`config.mk`:
```
export PLATFORM = sky130hd
export DESIGN_NAME = memory_state_machine
export DESIGN_NICKNAME = d
export VERILOG_FILES = /design/src/rtl/memory_state_machine.sv
export SDC_FILE = /design/constraint.sdc
export NUM_CORES = 1
export LEC_CHECK = 0
export BUFFER_PORTS_ARGS = -buffer_cell sky130_fd_sc_hd__buf_2
export CAP_MARGIN = 20
export CORE_MARGIN = 5
export CORE_UTILIZATION = 60
export DETAILED_ROUTE_END_ITERATION = 16
export PLACE_DENSITY_LB_ADDON = 0.2
export SLEW_MARGIN = 25
export SYNTH_ARGS = -nofsm -noshare
export SYNTH_HDL_FRONTEND = slang
export SYNTH_SLANG_ARGS = --single-unit
```
`constraint.sdc`:
```
create_clock -name clk -period 3.94 [get_ports clk]
set_clock_uncertainty 0.2 [all_clocks]
set_input_delay 0.394 -clock clk [delete_from_list [all_inputs] [get_ports clk]]
set_output_delay 0.394 -clock clk [all_outputs]
set_load 0.02 [all_outputs]
```
`src/rtl/memory_state_machine.sv`:
```
// Read-address sequencer: sweeps a sliding window of m consecutive words over
// a circular buffer of n words. Each window starts one word after the previous
// one, and one address is produced on every clock.
module memory_state_machine #(
  parameter int addrSize = 8
) (
  input  logic                clk,
  input  logic                rst,
  input  logic [addrSize-1:0] n,
  input  logic [6:0]          m,
  output logic [addrSize-1:0] state
);

  typedef enum logic [1:0] {
    LOAD = 2'd0,
    RUN  = 2'd1,
    HALT = 2'd2
  } fsm_t;

  localparam logic [addrSize-1:0] ONE = addrSize'(1);

  fsm_t                fsm_st, fsm_nxt;
  logic [addrSize-1:0] nReg, nReg_nxt;
  logic [6:0]          mReg, mReg_nxt;
  logic [addrSize-1:0] base, base_nxt;
  logic [6:0]          offset, offset_nxt;
  logic [addrSize-1:0] addr, addr_nxt;

  // Step a buffer index by one, wrapping to zero at the top of the buffer.
  // Wrap is done by comparison so no adder ever overflows past lim-1.
  function automatic logic [addrSize-1:0] wrap_inc(
    input logic [addrSize-1:0] v,
    input logic [addrSize-1:0] lim
  );
    return (v == lim - ONE) ? '0 : v + ONE;
  endfunction

  // True on the last word of the current window.
  function automatic logic win_end(
    input logic [6:0] off,
    input logic [6:0] len
  );
    return off == len - 7'd1;
  endfunction

  // FSM state register; reset sends the sequencer back to LOAD at once.
  always_ff @(posedge clk or negedge rst) begin
    if (!rst) fsm_st <= LOAD;
    else      fsm_st <= fsm_nxt;
  end

  // Next-state and next-address logic.
  always_comb begin
    fsm_nxt    = fsm_st;
    nReg_nxt   = nReg;
    mReg_nxt   = mReg;
    base_nxt   = base;
    offset_nxt = offset;
    addr_nxt   = addr;
    case (fsm_st)
      LOAD: begin
        // Geometry is sampled here only; later input changes are ignored.
        nReg_nxt   = n;
        mReg_nxt   = m;
        base_nxt   = '0;
        offset_nxt = '0;
        addr_nxt   = '0;
        fsm_nxt    = (n == '0 || m == 7'd0) ? HALT : RUN;
      end
      RUN: begin
        if (win_end(offset, mReg)) begin
          // Next window starts one word later; its first address is the new base.
          offset_nxt = '0;
          base_nxt   = wrap_inc(base, nReg);
          addr_nxt   = wrap_inc(base, nReg);
        end else begin
          offset_nxt = offset + 7'd1;
          addr_nxt   = wrap_inc(addr, nReg);
        end
      end
      HALT: begin
        // Empty buffer or empty window: park at address 0 until reset.
        addr_nxt = '0;
      end
      default: begin
        fsm_nxt = LOAD;
      end
    endcase
  end

  // Geometry and address registers, cleared asynchronously so a reset
  // mid-window discards any partial window immediately.
  always_ff @(posedge clk or negedge rst) begin
    if (!rst) begin
      nReg   <= '0;
      mReg   <= '0;
      base   <= '0;
      offset <= '0;
      addr   <= '0;
    end else begin
      nReg   <= nReg_nxt;
      mReg   <= mReg_nxt;
      base   <= base_nxt;
      offset <= offset_nxt;
      addr   <= addr_nxt;
    end
  end

  assign state = addr;

endmodule

```
# --- After elaboration in Yosys (flattened, before gate mapping) ---
# Index checks and enable logic that the tools add are counted.
word_totals:
  output_inout_bits: 8
  inputBits: 17
  reg_bits: 40
op_classes:
  reduce_logical: 9
  n_eq_ne: 6
  n_addsub: 5
  mux: 10
ops:
  columns: ["operator", "n"]
  rows:
  - ["2-to-1 mux 8 bit", 4]
  - ["case mux 8 bit (2 select lines)", 2]
  - ["adder 8 x 1 -> 8 bit (second input constant)", 2]
  - ["== test 8 bit", 2]
  - ["case mux 7 bit (2 select lines)", 1]
  - ["logical NOT 8 bit", 1]
  - ["subtractor 8 x 1 -> 8 bit (second input constant)", 1]
  - ["adder 7 x 1 -> 7 bit (second input constant)", 1]
  - ["== test 7 bit", 1]
  - ["logical NOT 7 bit", 1]
  - ["2-to-1 mux 7 bit", 1]
  - ["subtractor 7 x 1 -> 7 bit (second input constant)", 1]
  - ["case mux 2 bit (2 select lines)", 1]
  - ["nonzero test 2 bit", 2]
  - ["OR reduction 2 bit", 2]
  - ["== test 2 x 1 -> 1 bit (second input constant)", 1]
  - ["== test 2 bit (second input constant)", 1]
  - ["logical NOT 2 bit", 1]
  - ["2-to-1 mux 2 bit", 1]
  - ["!= test 2 bit (second input constant)", 1]
  - ["AND reduction 2 bit", 1]
  - ["logical OR 1 bit", 1]

# --- Logic depth before layout (Yosys ltp) ---
depth:
  word_depth: 5
  depth_mapped: 11
  depth_no_buf: 9

# --- Worst setup path before layout ---
# OpenSTA, ideal clock, no wires.
synth_timing:
  path_type: "flip-flop to flip-flop"
  startpoint: "reg nReg[0]"
  endpoint: "reg base[2]"
  path_slack_ns: 1.182
  synth_period_minus_slack_ns: 2.758
  stages_incl_launch_ff: 11
  arrival_time_ns: 2.431
  path_buffers: 1
  required_time_ns: 3.612
  cell_sequence: "dfrtp_1 > inv_1 > ha_1 > nor3b_4 > xnor2_1 > a2111o_1 > or4_1 > buf_2 > and4_4 > a21oi_2 > o22ai_1"
synth_between:
  elab_chain_len: 5
synth_rtl:
  columns: ["element", "line", "text"]
  rows:
  - ["start: declaration", "23", "logic [addrSize-1:0] nReg, nReg_nxt;"]
  - ["start signal: assignment", "101", "nReg <= nReg_nxt;"]
  - ["subtractor 8 x 1 -> 8 bit", "35", "return (v == lim - ONE) ? '0 : v + ONE;"]
  - ["== test 8 bit", "35", null]
  - ["2-to-1 mux 8 bit", "35", null]
  - ["2-to-1 mux 8 bit", "71", "if (win_end(offset, mReg)) begin"]
  - ["case mux 8 bit (2 select lines)", "60", "case (fsm_st)"]
  - ["end signal: assignment", "103", "base <= base_nxt;"]
  - ["end: declaration", "25", "logic [addrSize-1:0] base, base_nxt;"]
# No other way between the ends. The select of a mux whose other input is x is not followed.
# A chain may end at the register's enable or synchronous reset.

# --- Worst setup path after layout ---
# Ends and elaborated chain as after synthesis.

==> impl_metrics.py <==
metrics = {
    "status": {
        "outcome": "finished clean",
    },
    "timing": {
        "rsz0062_at_grt": "false",
        "hold_violations": 0,
        "timing.hold.ws_ps": 24.6,
        "relSlewSlack_pct": 40.3,
        "fin_crit_sh_pct": 77.4,
        "final.min_clock_period_ps": 3050,
        "fmax_mhz": 328,
        "slew_viol_final": 0,
        "setup_viol": 0,
        "worst_pin_slew_ps": 895,
        "tns_ps": 0,
    },
    "critical_path": {
        "worstSetupPathType": "reg2reg",
        "critPathCapture": "base[2]$_DFFE_PN0P_",
        "cp_max_fo": 6,
        "critPathLaunchType": "flip-flop",
        "arrival_ps": 3020,
        "r2r_end": "base[2]$_DFFE_PN0P_",
        "rrSetupSlack_ps": 890,
        "startpoint": "nReg[0]$_DFFE_PN0P_",
        "crit_required_ps": 3910,
        "endpoint_kind": "flip-flop",
        "r2r-start": "nReg[0]$_DFFE_PN0P_",
        "reg2reg_depth": 9,
    },
    "die": {
        "row_count": 24,
        "fp.dieH_um": 77.8,
        "core_area_um2": 4410,
        "ios": 25,
        "die_width_um": 77.8,
        "start_util_pct": 62.5,
        "dieArea_um2": 6050,
    },
    "yosys": {
        "synth-seq-area-share_pct": 36.3,
        "syn_nets": 323,
        "ys.flop_type": "dfrtp_1",
        "netlist_instances": 297,
        "synth_warnings": 0,
        "avgSynthCellArea_um2": 9.29,
        "netlist_area_um2": 2760,
        "synth-seq-cells": 40,
        "synth_enable_flop_cells": 0,
        "synthArstFlopShare_pct": 100,
        "synth_cell_type_count": 57,
    },
    "pwr": {
        "power_density_nw_per_um2": 644,
        "ir_drop_mv": 0.445,
        "p_total_uw": 1910,
        "p_leak_uw": 0.00123,
    },
    "finish": {
        "nets": 342,
        "regArea_um2": 1000,
        "n_fill_cell": 384,
        "multiInputGateArea_um2": 1600,
        "layout-drive-gt1-share_pct": 17.7,
        "diodes": 0,
        "stdcell_count": 368,
        "area_delta_synth_final_pct": 7.26,
        "final_common_cell": "dfrtp_1",
        "final_cell_mix": "dfrtp_1, nand2_1, buf_2",
        "fin_area_um2": 2960,
    },
    "clocking": {
        "clk_latency_ps": 290,
        "path_clk_slew_ps": 70,
        "cts_sinks": 40,
        "cts_tree": "built",
        "hold_buffers": 0,
        "h-tree-depth": 2,
        "cts_resized": 0,
        "postCtsSetupBuffers": 0,
        "clockBufferDepth": 2,
        "cts-root-buf": "clkbuf_8",
        "cts_inserted_buffers": 5,
    },
    "grt": {
        "antenna_found_initial": 0,
        "overflow": 0,
        "grt_pass1_wl_mm": 11.3,
        "grt_max_degree": 41,
        "grt_pass1_vias": 2469,
        "track_usage_pct": 22.8,
    },
    "drt": {
        "wl_per_cell_um": 17.0,
        "drc": 0,
        "drt_wl_total_mm": 6.27,
        "ant_nets": 0,
        "vias_per_cell": 6.29,
        "vias": 2313,
        "first_pass_iters": 5,
        "drt_iter0_drc": 203,
    },
    "placement": {
        "gp_congestion": 0.850,
        "numPortBuffers": 24,
        "dpl.hpwl_mm": 4.71,
        "post_dp_cell_area_um2": 2880,
        "dpl.cell_count": 361,
    },
    "min_path": {
        "hp-class": "in2async",
    },
    "job": {
        "drv_cap": 0,
    },
}
-- cell families (layout without fill, tap and decap cells) --
| kind of cell | count (synthesis) | count (layout) | share of synthesized area [%] |
|---|---|---|---|
| buffers and inverters | 34 | 53 | 5.54 |
| adder cells (fa/ha/maj) | 9 | 9 | 4.08 |
| AND/OR/NAND/NOR | 96 | 96 | 19.6 |
| flip-flops | 40 | 40 | 36.3 |
| multiplexers | 14 | 14 | 5.54 |
| AO/OA/AOI/OAI | 70 | 70 | 17.2 |
| XOR/XNOR | 34 | 34 | 11.8 |
-- cells in the mapped netlist (all sizes together), types with 6 or more instances --
| master | count | area, um2 |
|---|---|---|
| buf | 7 | 51.3 |
| ha | 9 | 113 |
| nor2 | 15 | 58.8 |
| a31oi | 10 | 62.6 |
| clkbuf | 7 | 26.3 |
| nor4 | 6 | 37.5 |
| nor3 | 9 | 45.0 |
| xor2 | 9 | 78.8 |
| dfrtp | 40 | 1000 |
| nand2 | 24 | 90.1 |
| inv | 20 | 75.1 |
| nand3 | 12 | 72.6 |
| or3 | 9 | 58.8 |
| a21oi | 9 | 48.8 |
| xnor2 | 23 | 201 |
| mux2 | 10 | 113 |
| o21ai | 23 | 115 |
-- area by class of cell --
class                   instances  share of cell area, %
clock buffers                   6                   2.45
clock inverters                 1                  0.169
inverters                      20                   2.54
multi-input cells             223                   54.2
flip-flops and latches         40                   33.8
well taps                      52                   2.20
repair buffers                 26                   4.57
-- critical path: stages (launching register included) --
cell and delay, ps:
dfrtp_1 450, inv_1 100, ha_1 250, nor3b_4 260, xnor2_1 90, a2111o_1 430
or4_1 680, and4_4 270, a21oi_2 100, o22ai_1 80
-- sequential cells by signal (all words and copies together), names as in the netlist --
register,flops
base,8
nReg,8
state,8
mReg,7
offset,7
fsm_st,2
-- power by group --
group          switching, uW  internal, uW  leakage (uW)
Combinational            501           441      0.000669
Sequential               189           521      0.000518
Clock                    134           120     0.0000410
-- layer usage --
metal / share of wire [%] / vias to the layer above / wire length, um / GRT usage, %
met3: 4.5 / 19 / 284 / 4.86
met1: 41 / 1117 / 2600 / 27.2
met5: 0 / - / 0 / 0
li1: - / 1111 / - / -
met4: 2.8 / 0 / 174 / 9.11
met2: 51 / 66 / 3210 / 39.6
-- worst min-delay path by stage --
stage	from	to	slack [ps]	cells past startpoint
global placement	offset[6]$_DFFE_PN0P_	offset[6]$_DFFE_PN0P_	300	1
CTS	rst	nReg[3]$_DFFE_PN0P_	60	1
finish	rst	nReg[3]$_DFFE_PN0P_	20	1
global route	rst	state[5]$_DFFE_PN0P_	110	1
detailed placement	offset[6]$_DFFE_PN0P_	offset[6]$_DFFE_PN0P_	320	1
floorplan	rst	base[0]$_DFFE_PN0P_	-100	0
-- metrics by stage --
step / worst slack [ps] / util, %
3_3_place_gp: 1010 / 65.2
3_5_place_dp: 900 / 65.2
5_1_grt: 670 / 67.0
2_1_floorplan: 1180 / -
6_report: 892 / 67.0
4_1_cts: 905 / 67.0
No activity file was read; power rests on OpenSTA's default activity.
